## config.mk

```make
export PLATFORM = sky130hd
export DESIGN_NAME = booth_r4_seq_mult
export DESIGN_NICKNAME = d
export VERILOG_FILES = /design/src/rtl/booth_r4_seq_mult.sv
export SDC_FILE = /design/constraint.sdc
export NUM_CORES = 1
export LEC_CHECK = 0
export CAP_MARGIN = 20
export CORE_UTILIZATION = 59
export CTS_CLUSTER_DIAMETER = 50
export DETAILED_ROUTE_END_ITERATION = 8
export PLACE_DENSITY = 0.82
export SYNTH_ARGS = -nofsm -noshare
export SYNTH_HDL_FRONTEND = slang
export SYNTH_SLANG_ARGS = --single-unit
```

## constraint.sdc

```tcl
create_clock -name clk -period 8.6 [get_ports clk]
set_clock_uncertainty 0.15 [all_clocks]
set_input_delay 1.72 -clock clk [delete_from_list [all_inputs] [get_ports clk]]
set_output_delay 1.72 -clock clk [all_outputs]
set_load 0.05 [all_outputs]
```

## src/rtl/booth_r4_seq_mult.sv

```systemverilog
// Iterative radix-4 Booth multiplier: one digit per clock, signed/unsigned per operation, valid/ready on both sides.
// Optional macro BOOTH_EARLY_TERM_EN: finish as soon as the remaining multiplier digits are all zero.
module booth_r4_seq_mult #(
    parameter int unsigned N = 16
) (
    input  logic           clk,
    input  logic           reset,
    input  logic           in_valid,
    output logic           in_ready,
    input  logic           signed_mode,
    input  logic [N-1:0]   md,
    input  logic [N-1:0]   mr,
    output logic           out_valid,
    input  logic           out_ready,
    output logic [2*N-1:0] product,
    output logic           busy
);

    localparam int unsigned D  = N / 2 + 1;
    localparam int unsigned AW = 2 * N + 2;
    localparam int unsigned MW = N + 2;
    localparam int unsigned RW = N + 3;
    localparam int unsigned CW = $clog2(D + 1);

    typedef enum logic [1:0] {
        IDLE = 2'd0,
        RUN  = 2'd1,
        DONE = 2'd2
    } state_e;

    state_e          state_q;
    logic [MW-1:0]   md_q;
    logic [RW-1:0]   mr_q;
    logic [AW-1:0]   acc_q;
    logic [CW-1:0]   cnt_q;
    logic            in_ready_q;
    logic            out_valid_q;
    logic            busy_q;
    logic [2*N-1:0]  product_q;

    logic [AW-1:0]   md_wide;
    logic [AW-1:0]   mag;
    logic            neg;
    logic [AW-1:0]   addend;
    logic [AW-1:0]   acc_d;
    logic [RW-1:0]   mr_d;
    logic            last_digit;
    logic [1:0]      ext;

    assign ext = signed_mode ? {2{mr[N-1]}} : 2'b00;

    // Booth digit decode and weighted partial product for the current digit
    always_comb begin
        mag     = '0;
        neg     = 1'b0;
        md_wide = {{(AW - MW){md_q[MW-1]}}, md_q};
        case (mr_q[2:0])
            3'b001, 3'b010: mag = md_wide;
            3'b011:         mag = md_wide << 1;
            3'b100: begin
                mag = md_wide << 1;
                neg = 1'b1;
            end
            3'b101, 3'b110: begin
                mag = md_wide;
                neg = 1'b1;
            end
            default:        mag = '0;
        endcase
        addend = neg ? (~mag + AW'(1)) : mag;
        acc_d  = acc_q + (addend << {cnt_q, 1'b0});
        mr_d   = RW'($signed(mr_q) >>> 2);
`ifdef BOOTH_EARLY_TERM_EN
        // Remaining multiplier all-0 or all-1 means every later digit is zero
        last_digit = (cnt_q == CW'(D - 1)) || (mr_d == '0) || (&mr_d);
`else
        last_digit = (cnt_q == CW'(D - 1));
`endif
    end

    always_ff @(posedge clk) begin
        if (reset) begin
            state_q     <= IDLE;
            md_q        <= '0;
            mr_q        <= '0;
            acc_q       <= '0;
            cnt_q       <= '0;
            in_ready_q  <= 1'b1;
            out_valid_q <= 1'b0;
            busy_q      <= 1'b0;
            product_q   <= '0;
        end else begin
            case (state_q)
                IDLE: begin
                    if (in_valid && in_ready_q) begin
                        md_q       <= signed_mode ? {{2{md[N-1]}}, md} : {2'b00, md};
                        mr_q       <= {ext, mr, 1'b0};
                        acc_q      <= '0;
                        cnt_q      <= '0;
                        in_ready_q <= 1'b0;
                        busy_q     <= 1'b1;
                        state_q    <= RUN;
                    end
                end
                RUN: begin
                    acc_q <= acc_d;
                    mr_q  <= mr_d;
                    cnt_q <= cnt_q + CW'(1);
                    if (last_digit) begin
                        product_q   <= acc_d[2*N-1:0];
                        out_valid_q <= 1'b1;
                        state_q     <= DONE;
                    end
                end
                DONE: begin
                    if (out_valid_q && out_ready) begin
                        out_valid_q <= 1'b0;
                        in_ready_q  <= 1'b1;
                        busy_q      <= 1'b0;
                        state_q     <= IDLE;
                    end
                end
                default: begin
                    state_q     <= IDLE;
                    in_ready_q  <= 1'b1;
                    out_valid_q <= 1'b0;
                    busy_q      <= 1'b0;
                end
            endcase
        end
    end

    assign in_ready  = in_ready_q;
    assign out_valid = out_valid_q;
    assign busy      = busy_q;
    assign product   = product_q;

endmodule
```

Yosys cells after proc, flatten, opt, wreduce, memory -nomap -nowiden. Index checks and enable logic that the tools add are counted.

Output and inout bits: 35. Bits in registers: 112. Word-level logic and storage cells: 66.

Reductions and logical operators: 14. Multiplexer cells: 23. Bitwise operators: 3. Shift operators: 1. Eq/ne operators: 12. $add $sub $neg: 3.

Operator list (number): $pmux W34 S2 (2); $mux W34 (2); $pmux W19 S2 (1); $add A34 B1 Y34 const B (1); $add A34 B34 Y34 (1); $not A34 Y34 (1); $shl A34 B5 Y34 (1); $mux W19 (1); $mux W18 (1); $reduce_and A3 Y1 (4); $eq A3 B3 Y1 const B (3); $pmux W1 S3 (3); $mux W2 (4); $pmux W4 S2 (1); $eq A3 B2 Y1 const B (2); $mux W1 (6); $ne A2 B2 Y1 const B (3); $pmux W2 S3 (1); $reduce_and A2 Y1 (3); $add A4 B1 Y4 const B (1); $eq A4 B4 Y1 const B (1); $mux W4 (1); $reduce_or A4 Y1 (1); $eq A3 B1 Y1 const B (1); 8 further kinds (10).

Logic depth before layout (Yosys ltp). Gate-level depths: netlist of the first run.

Depth after elaboration: 9. Depth in mapped cells: 28. Gate-level depth less buffers: 25.

Worst setup path after synthesis of the first run. No wires, ideal clock.

Path type: reg-to-reg. From: register mr_q[0]. To: register product_q[31], in the netlist product[31]. Buffers on the path: 4. Required time: 8.371 ns. Slack: 2.694 ns. Arrival time: 5.677 ns. Stages on the path, launching flop included: 29. Setup time: 0.079 ns. Path through: dfxtp_1 > inv_1 > ha_1 > clkbuf_1 > clkbuf_1 > clkbuf_1 > nand2_1 > ha_1 > o211a_1 > nand3_1 > nor3_2 > nand2b_1 > xnor2_1 > a211oi_1 > a21boi_0 > nor2b_1 > nor3b_1 > ha_1 > clkbuf_1 > and4_1 > nand3_1 > nor2_1 > nor4_1 > a21oi_1 > o21ai_0 > or3b_1 > xor2_1 > xnor2_1 > a211oi_2.

Word-level cells in the longest chain between the ends: 8. Elaborated cells between the ends (all ways): 16. Those cells by class: 2 x add/sub; 6 x eq/ne; 1 x shift; 3 x mux; 1 x bitwise; 3 x reduce/logical.

RTL lines: start: declaration (RTL line 33) `logic [RW-1:0] mr_q;`; start signal: assignment (RTL line 97) `mr_q <= {ext, mr, 1'b0};`; start signal: assignment (RTL line 107) `mr_q <= mr_d;`; $eq A3 B3 Y1, or another cell as far along (RTL line 57) `case (mr_q[2:0])`; $reduce_or A4 Y1 (no source line) or $reduce_or A2 Y1 (tied branches); $pmux W34 S2 (RTL line 57); $not A34 Y34 (RTL line 70) `addend = neg ? (~mag + AW'(1)) : mag;`; $add A34 B1 Y34 (RTL line 70); $mux W34 * (RTL line 70); $shl A34 B5 Y34 * (RTL line 71) `acc_d = acc_q + (addend << {cnt_q, 1'b0});`; $add A34 B34 Y34 * (RTL line 71); end signal: assignment (RTL line 110) `product_q <= acc_d[2*N-1:0];`; end: declaration (RTL line 39) `logic [2*N-1:0] product_q;`.

Every way passes the cells marked *; elsewhere a longest branch is shown, timed or not. A chain may end at the register's enable or synchronous reset.

Worst setup path in the final report of the first run.
From: register mr_q[1]. To: register product_q[31], in the netlist product[31].

The elaborated chain is that of the path after synthesis.

==> metrics.yaml, run 1 <==
status: "finished, final reports clean"
grt.busiest_layer: "met2"
num_vias: 7828
post_cts_buffers: 0
drt-pass1-iter-count: 5
grt_pass1_vias: 6858
cts_tree: "yes"
synth_area_leader_cell: "dfxtp_1"
switchingPower_mw: 0.493
use_met1_pct: 45.9
drive_gt1_share_pct: 5.56
avgSynthCellArea_sq_um: 7.27
synthCells: 1067
drt_iter0_drc: 692
ant_nets: 0
cell_internal_pwr_mw: 0.891
synth_top_flop_cell: "dfxtp_1"
synth.distinct_cells: 82
wl_per_cell_microns: 16.7
synthesis.area_sq_um: 7760
crit_path_end_kind: "flop"
synth_compound_area_share_pct: 27.4
io_buffers: 71
hold_viol: 0
initial_core_util_pct: 61.0
fin_area_sq_um: 8760
power_frac_clock_pct: 29.7
total_power_mw: 1.38
post_cts_resized: 0
ys_seq_area_share_pct: 28.1
insertion_delay_ns: 0.36
die-area_sq_um: 13600
max_slew_margin_pct: 30.8
antenna_cells: 0
die_height_microns: 117
wirelength_microns: 20900
setup_violations: 0
power_frac_seq_pct: 40.0
fin_tns_setup_ns: 0
area_delta_synth_final_pct: 12.9
synth.mux.area_fraction_pct: 3.00
async_flop_share_pct: 0
final_nets: 1152
cts-buffers-inserted: 9
std_cell_rows: 41
synth_fa_ha_area_share_pct: 6.71
grt_overflow: 0
via_per_inst: 6.26
hold_class: "reg -> reg"
yosysTopAreaCellShare_pct: 28.1
p_comb_share_pct: 30.3
dp.cells: 1235
dpl.hpwl_microns: 14700
use_met3_pct: 6.23
rsz0062_at_grt: "no"
fin_util_pct: 68.9
gp_congestion: 0.942
path_max_fanout: 26
synth_xor_area_share_pct: 4.29
vdd_drop_max_mv: 0.212
fillers: 1170
synth_simple_gate_area_share_pct: 25.4
h-tree-depth: 3
dieWidth_microns: 117
post_dp_cell_area_sq_um: 8470
yosys_warnings: 0
synth_top_family_by_area: "compound AO/OA/AOI/OAI gates"
max_slew.worst_pin.slew_ns: 1.04
power_density_nw_per_um2: 158
drc: 0
ios: 72
worstPathRequired_ns: 8.73
synthTopCellsByArea: "dfxtp_1 (28%), nand2_1 (9.6%), a21oi_1 (7.4%), ha_1 (6.5%), nor2_1 (4.5%)"
grt_use_total_pct: 31.7
yosysMostFrequentCell: "nand2_1"
synth_fp_nets: 1145
ys_ff_latch: 109
grt_pass1_wl_microns: 34100
clock-sinks: 109
cp_data_arrival_time_ns: 6.99
worst-setup-path-type: "reg -> reg"
final_cells: 1251
synth_edf_count: 0
power.leakage_nw: 3.33
holdBufCountCts: 0
clk_pin_slew_ns: 0.07
post-route-period-util_pct: 79.8
slew_viol_final: 0
cts-root-to-sink-buffers: 2
start_kind: "flop"
netSwitchingFraction_pct: 35.6
gr-usage-met2_pct: 47.5
fin_crit_ns: 6.86
max_clock_freq_mhz: 146
coreArea_sq_um: 12700
grt_antenna_before_repair: 0
synth_commonest_cells: "nand2_1 (198), a21oi_1 (114), dfxtp_1 (109)"
grt_max_degree: 69
maxCapViolCount: 0
cts_root_buf: "clkbuf_16"
==> layer usage <==
layer / share of wire [%] / up-vias
met3: 7.6 / 37
li1: - / 3851
met2: 44 / 295
met5: 0 / -
met4: 1.8 / 0
met1: 47 / 3645
==> power groups by stage <==
stage,logic [mW],registers (mW),clock network (mW)
after floorplan,0.317,0.554,0
after global placement,0.403,0.563,0
after detailed placement,0.407,0.564,0
after CTS,0.411,0.552,0.415
after global routing,0.463,0.557,0.437
final,0.420,0.553,0.411
==> placed cells by master, fill, tap and decap left out, drive strengths merged, types with 4 or more instances in the layout <==
cell type and n:
nor2b 15, dfxtp 109, mux2 7, nor3b 4, ha 40, or2 4, inv 15, o31ai 5
a22oi 16, nand2 198, or3 5, nand4 10, clkbuf 11, mux2i 15, xor2 17, o22ai 7
a211oi 14, nor3 21, a311oi 16, a22o 4, a21o 20, buf 13, o21ai 48, nand2b 11
o211ai 10, a31oi 17, xnor2 21, nand3 48, o21a 6, clkdlybuf4s50 70, nor2 92, a21oi 114
nor4 8
==> critical path, cell delays in order (launching register included) <==
cell and delay (ns):
dfxtp_1 0.40, inv_1 0.08, ha_1 0.28, mux2_2 0.48
a22oi_1 0.26, ha_1 0.21, o211a_1 0.16, nand3_1 0.16
nor4_1 0.57, mux2i_1 0.15, a211oi_1 0.28, a21boi_0 0.17
nor2b_1 0.20, nor3b_1 0.37, ha_1 0.39, and4_1 0.24
nand3_1 0.10, nor2_1 0.06, nor4_1 0.73, a21oi_1 0.18
o21ai_0 0.19, or3b_1 0.38, xor2_1 0.25, xnor2_1 0.12
a211oi_2 0.21
==> worst paths after layout <==
path | start | to | slack, ns | cells past startpoint
worst max-delay path | mr_q[1] | product[31] | 1.74 | 24
worst max register to register | mr_q[1] | product[31] | 1.74 | 24
worst min register to register | product[13] | product[13] | 0.30 | 2
worst min-delay path | product[13] | product[13] | 0.30 | 2
==> layout make-up <==
cell class	instances	area, sq um	share of cell area, %
inverter	13	48.8	0.557
clock inverter	5	43.8	0.500
sequential	109	2180	24.9
multi-input combinational	858	5230	59.7
tap	172	215	2.46
clock buffer	11	243	2.77
timing repair buffer	83	798	9.11
==> cell families (layout without fill, tap and decap cells) <==
| group | Yosys count | count (layout) |
|---|---|---|
| AOI/OAI and AO/OA | 322 | 322 |
| xor gates and xnor gates | 38 | 38 |
| adders and majority gates | 41 | 41 |
| buffers and inverters | 100 | 112 |
| DFF | 109 | 109 |
| muxes | 22 | 22 |
| and+or+nand+nor | 435 | 435 |
==> per-stage QoR <==
step | hold WS [ns] | setup WS (ns)
6_report | 0.305 | 1.74
5_1_grt | 0.325 | 1.02
4_1_cts | 0.306 | 1.78
3_5_place_dp | 0.296 | 1.84
3_3_place_gp | 0.292 | 2.03
2_1_floorplan | 0.282 | 2.69
==> flip-flops by register name, indices dropped and copies added (netlist names) <==
| register | cells |
|---|---|
| md_q | 17 |
| busy | 1 |
| out_valid | 1 |
| acc_q | 32 |
| mr_q | 19 |
| state_q | 2 |
| in_ready | 1 |
| product | 32 |
| cnt_q | 4 |
No activity file was read; power rests on OpenSTA's default activity.
==> inputs of run 2 (changes only) <==
Clock period 8.6 ns to 6.5 ns, I/O delays scaled along.
==> run 2 against run 1 <==
Final area up 0.90%. Worst hold slack lost 0.0016 ns. Worst setup slack worse by 1.3 ns. Combinational power rose by 35%. Count of clock-buffer cells in the layout stayed put. Critical endpoint unchanged. Core utilization rose by 0.62 points. Via count grew 0.73%. Die area unchanged. Sequential share of layout area down 0.22 points. Total power up 36%. First-iteration DRC count up 29%. Final cell count up 0.32%.
==> metrics.yaml, run 2 (synthesis gave the netlist of run 1 again) <==
status: "finished, final reports clean"
fin_util_pct: 69.5
coreArea_sq_um: 12700
clk_pin_slew_ns: 0.07
critPathSlowestCell: "nor3b_1"
io_buffers: 71
dieWidth_microns: 117
cts-buffers-inserted: 9
drc: 0
insertion_delay_ns: 0.35
final_cells: 1255
post_cts_buffers: 0
grt_pass1_wl_microns: 34300
dpl.hpwl_microns: 14900
final_nets: 1156
max_slew_margin_pct: 29.2
grt_use_total_pct: 32.0
grt_max_degree: 69
hold_depth: 2
fillers: 1127
mostFrequentLayoutCells: "nand2_1 (198), a21oi_1 (114), dfxtp_1 (109)"
min_to: "product[26]"
grt_pass1_vias: 6815
initial_core_util_pct: 61.0
slew_viol_final: 0
area_delta_synth_final_pct: 13.9
power.leakage_nw: 3.37
antenna_cells: 0
final_common_cell: "nand2_1"
fin_tns_setup_ns: 0
r2r_cells: 22
path_max_fanout: 8
drt_iter0_drc: 894
maxCapViolCount: 0
power_density_nw_per_um2: 212
vdd_drop_max_mv: 0.149
drt-pass1-iter-count: 5
grt_overflow: 0
seq_area_sq_um: 2180
cts_tree: "yes"
hold_class: "reg -> reg"
rr_startpoint: "mr_q[0]"
die_height_microns: 117
wirelength_microns: 21000
wl_per_cell_microns: 16.7
cts-root-to-sink-buffers: 2
drive_gt1_share_pct: 6.37
worstPathCellList: "inv_1, ha_2, mux2_2, a22oi_1, ha_1, o211a_1, nand3_2, nor3_4, nor3b_1, o21ai_0, o21ai_1, o22ai_1, or3_1, ha_1, a21o_1, a21o_1, a221o_1, o21ai_0, or3b_1, xor2_1, xnor2_1, a211oi_2"
h-tree-depth: 3
ios: 72
max_slew.worst_pin.slew_ns: 1.06
dp.cells: 1239
post-route-period-util_pct: 92.8
die-area_sq_um: 13600
clock-sinks: 109
r2r_end: "product[31]"
rrSetupSlack_ns: 0.47
place_ws_ns: 0.340
start_kind: "flop"
cts_root_buf: "clkbuf_16"
grt_antenna_before_repair: 0
multiInputGateArea_sq_um: 5260
fin_crit_ns: 6.03
holdWs_ns: 0.303
via_per_inst: 6.28
rsz0062_at_grt: "no"
hp-start: "product[26]"
gp_congestion: 0.982
cpPeakStageDelay_ns: 0.48
crit_path_end_kind: "flop"
timing.final.ws_setup_ns: 0.471
std_cell_rows: 41
hold_viol: 0
cp_data_arrival_time_ns: 6.08
setup_violations: 0
ant_nets: 0
max_clock_freq_mhz: 166
worst-setup-path-type: "reg -> reg"
num_vias: 7885
worstPathRequired_ns: 6.55
run 2: changes by cell type in the layout (fill, tap and decap cells not counted), moves of 2 or more:
cell,previous run,this run
nor4_2,0,2
nor4_1,8,6
buf_4,13,17
inv_8,2,0
run 2: layout make-up:
class | instances | share of cell area (%)
Timing Repair Buffer | 87 | 9.37
Inverter | 13 | 0.552
Clock inverter | 5 | 0.637
Multi-Input combinational cell | 858 | 59.5
Sequential cell | 109 | 24.7
Tap cell | 172 | 2.43
Clock buffer | 11 | 2.86
run 2: what timing repair did:
| action | 4_1_cts | 5_1_grt |
|---|---|---|
| hold buffers | 0 | 0 |
| resized for setup | 0 | 6 |
| setup endpoints to repair | 0 | 6 |
run 2: through the flow:
stage | total power [mW] | area, sq um
detailed placement | 1.29 | 8500
finish | 1.88 | 8840
global route | 1.97 | 8840
floorplan | 1.15 | 7760
CTS | 1.86 | 8810
global placement | 1.29 | 8500
run 2: worst max-delay path: cells and delay by family, from the launching register on:
kind	cells	cell delay, ns
simple gates	5	1.70
compound gates	10	2.09
buf+inv	1	0.08
flops	1	0.38
xor+xnor	2	0.42
mux	1	0.29
fa+ha+maj	3	0.77
run 2: worst max path at each step:
stage	startpoint	end	slack, ns	cells past startpoint
6_report	mr_q[0]	product[31]	0.47	22
5_1_grt	mr_q[0]	product[31]	0.07	25
4_1_cts	mr_q[0]	product[31]	0.30	23
3_5_place_dp	mr_q[0]	product[31]	0.34	23
3_3_place_gp	mr_q[0]	product[31]	0.40	23
2_1_floorplan	mr_q[0]	product[31]	0.59	28
run 2: per-layer routing:
metal / GRT usage (%) / routed length (microns) / vias up / share of wire (%)
li1: - / - / 3858 / -
met1: 46.3 / 9950 / 3688 / 47
met2: 49.3 / 9250 / 307 / 44
met3: 3.63 / 1430 / 32 / 6.8
met4: 11.0 / 381 / 0 / 1.8
met5: 0 / 0 / - / 0
run 2: power breakdown:
| group | internal, mW | switching, mW |
|---|---|---|
| clock | 0.320 | 0.258 |
| sequential | 0.698 | 0.0332 |
| combinational | 0.211 | 0.357 |
| total | 1.23 | 0.648 |
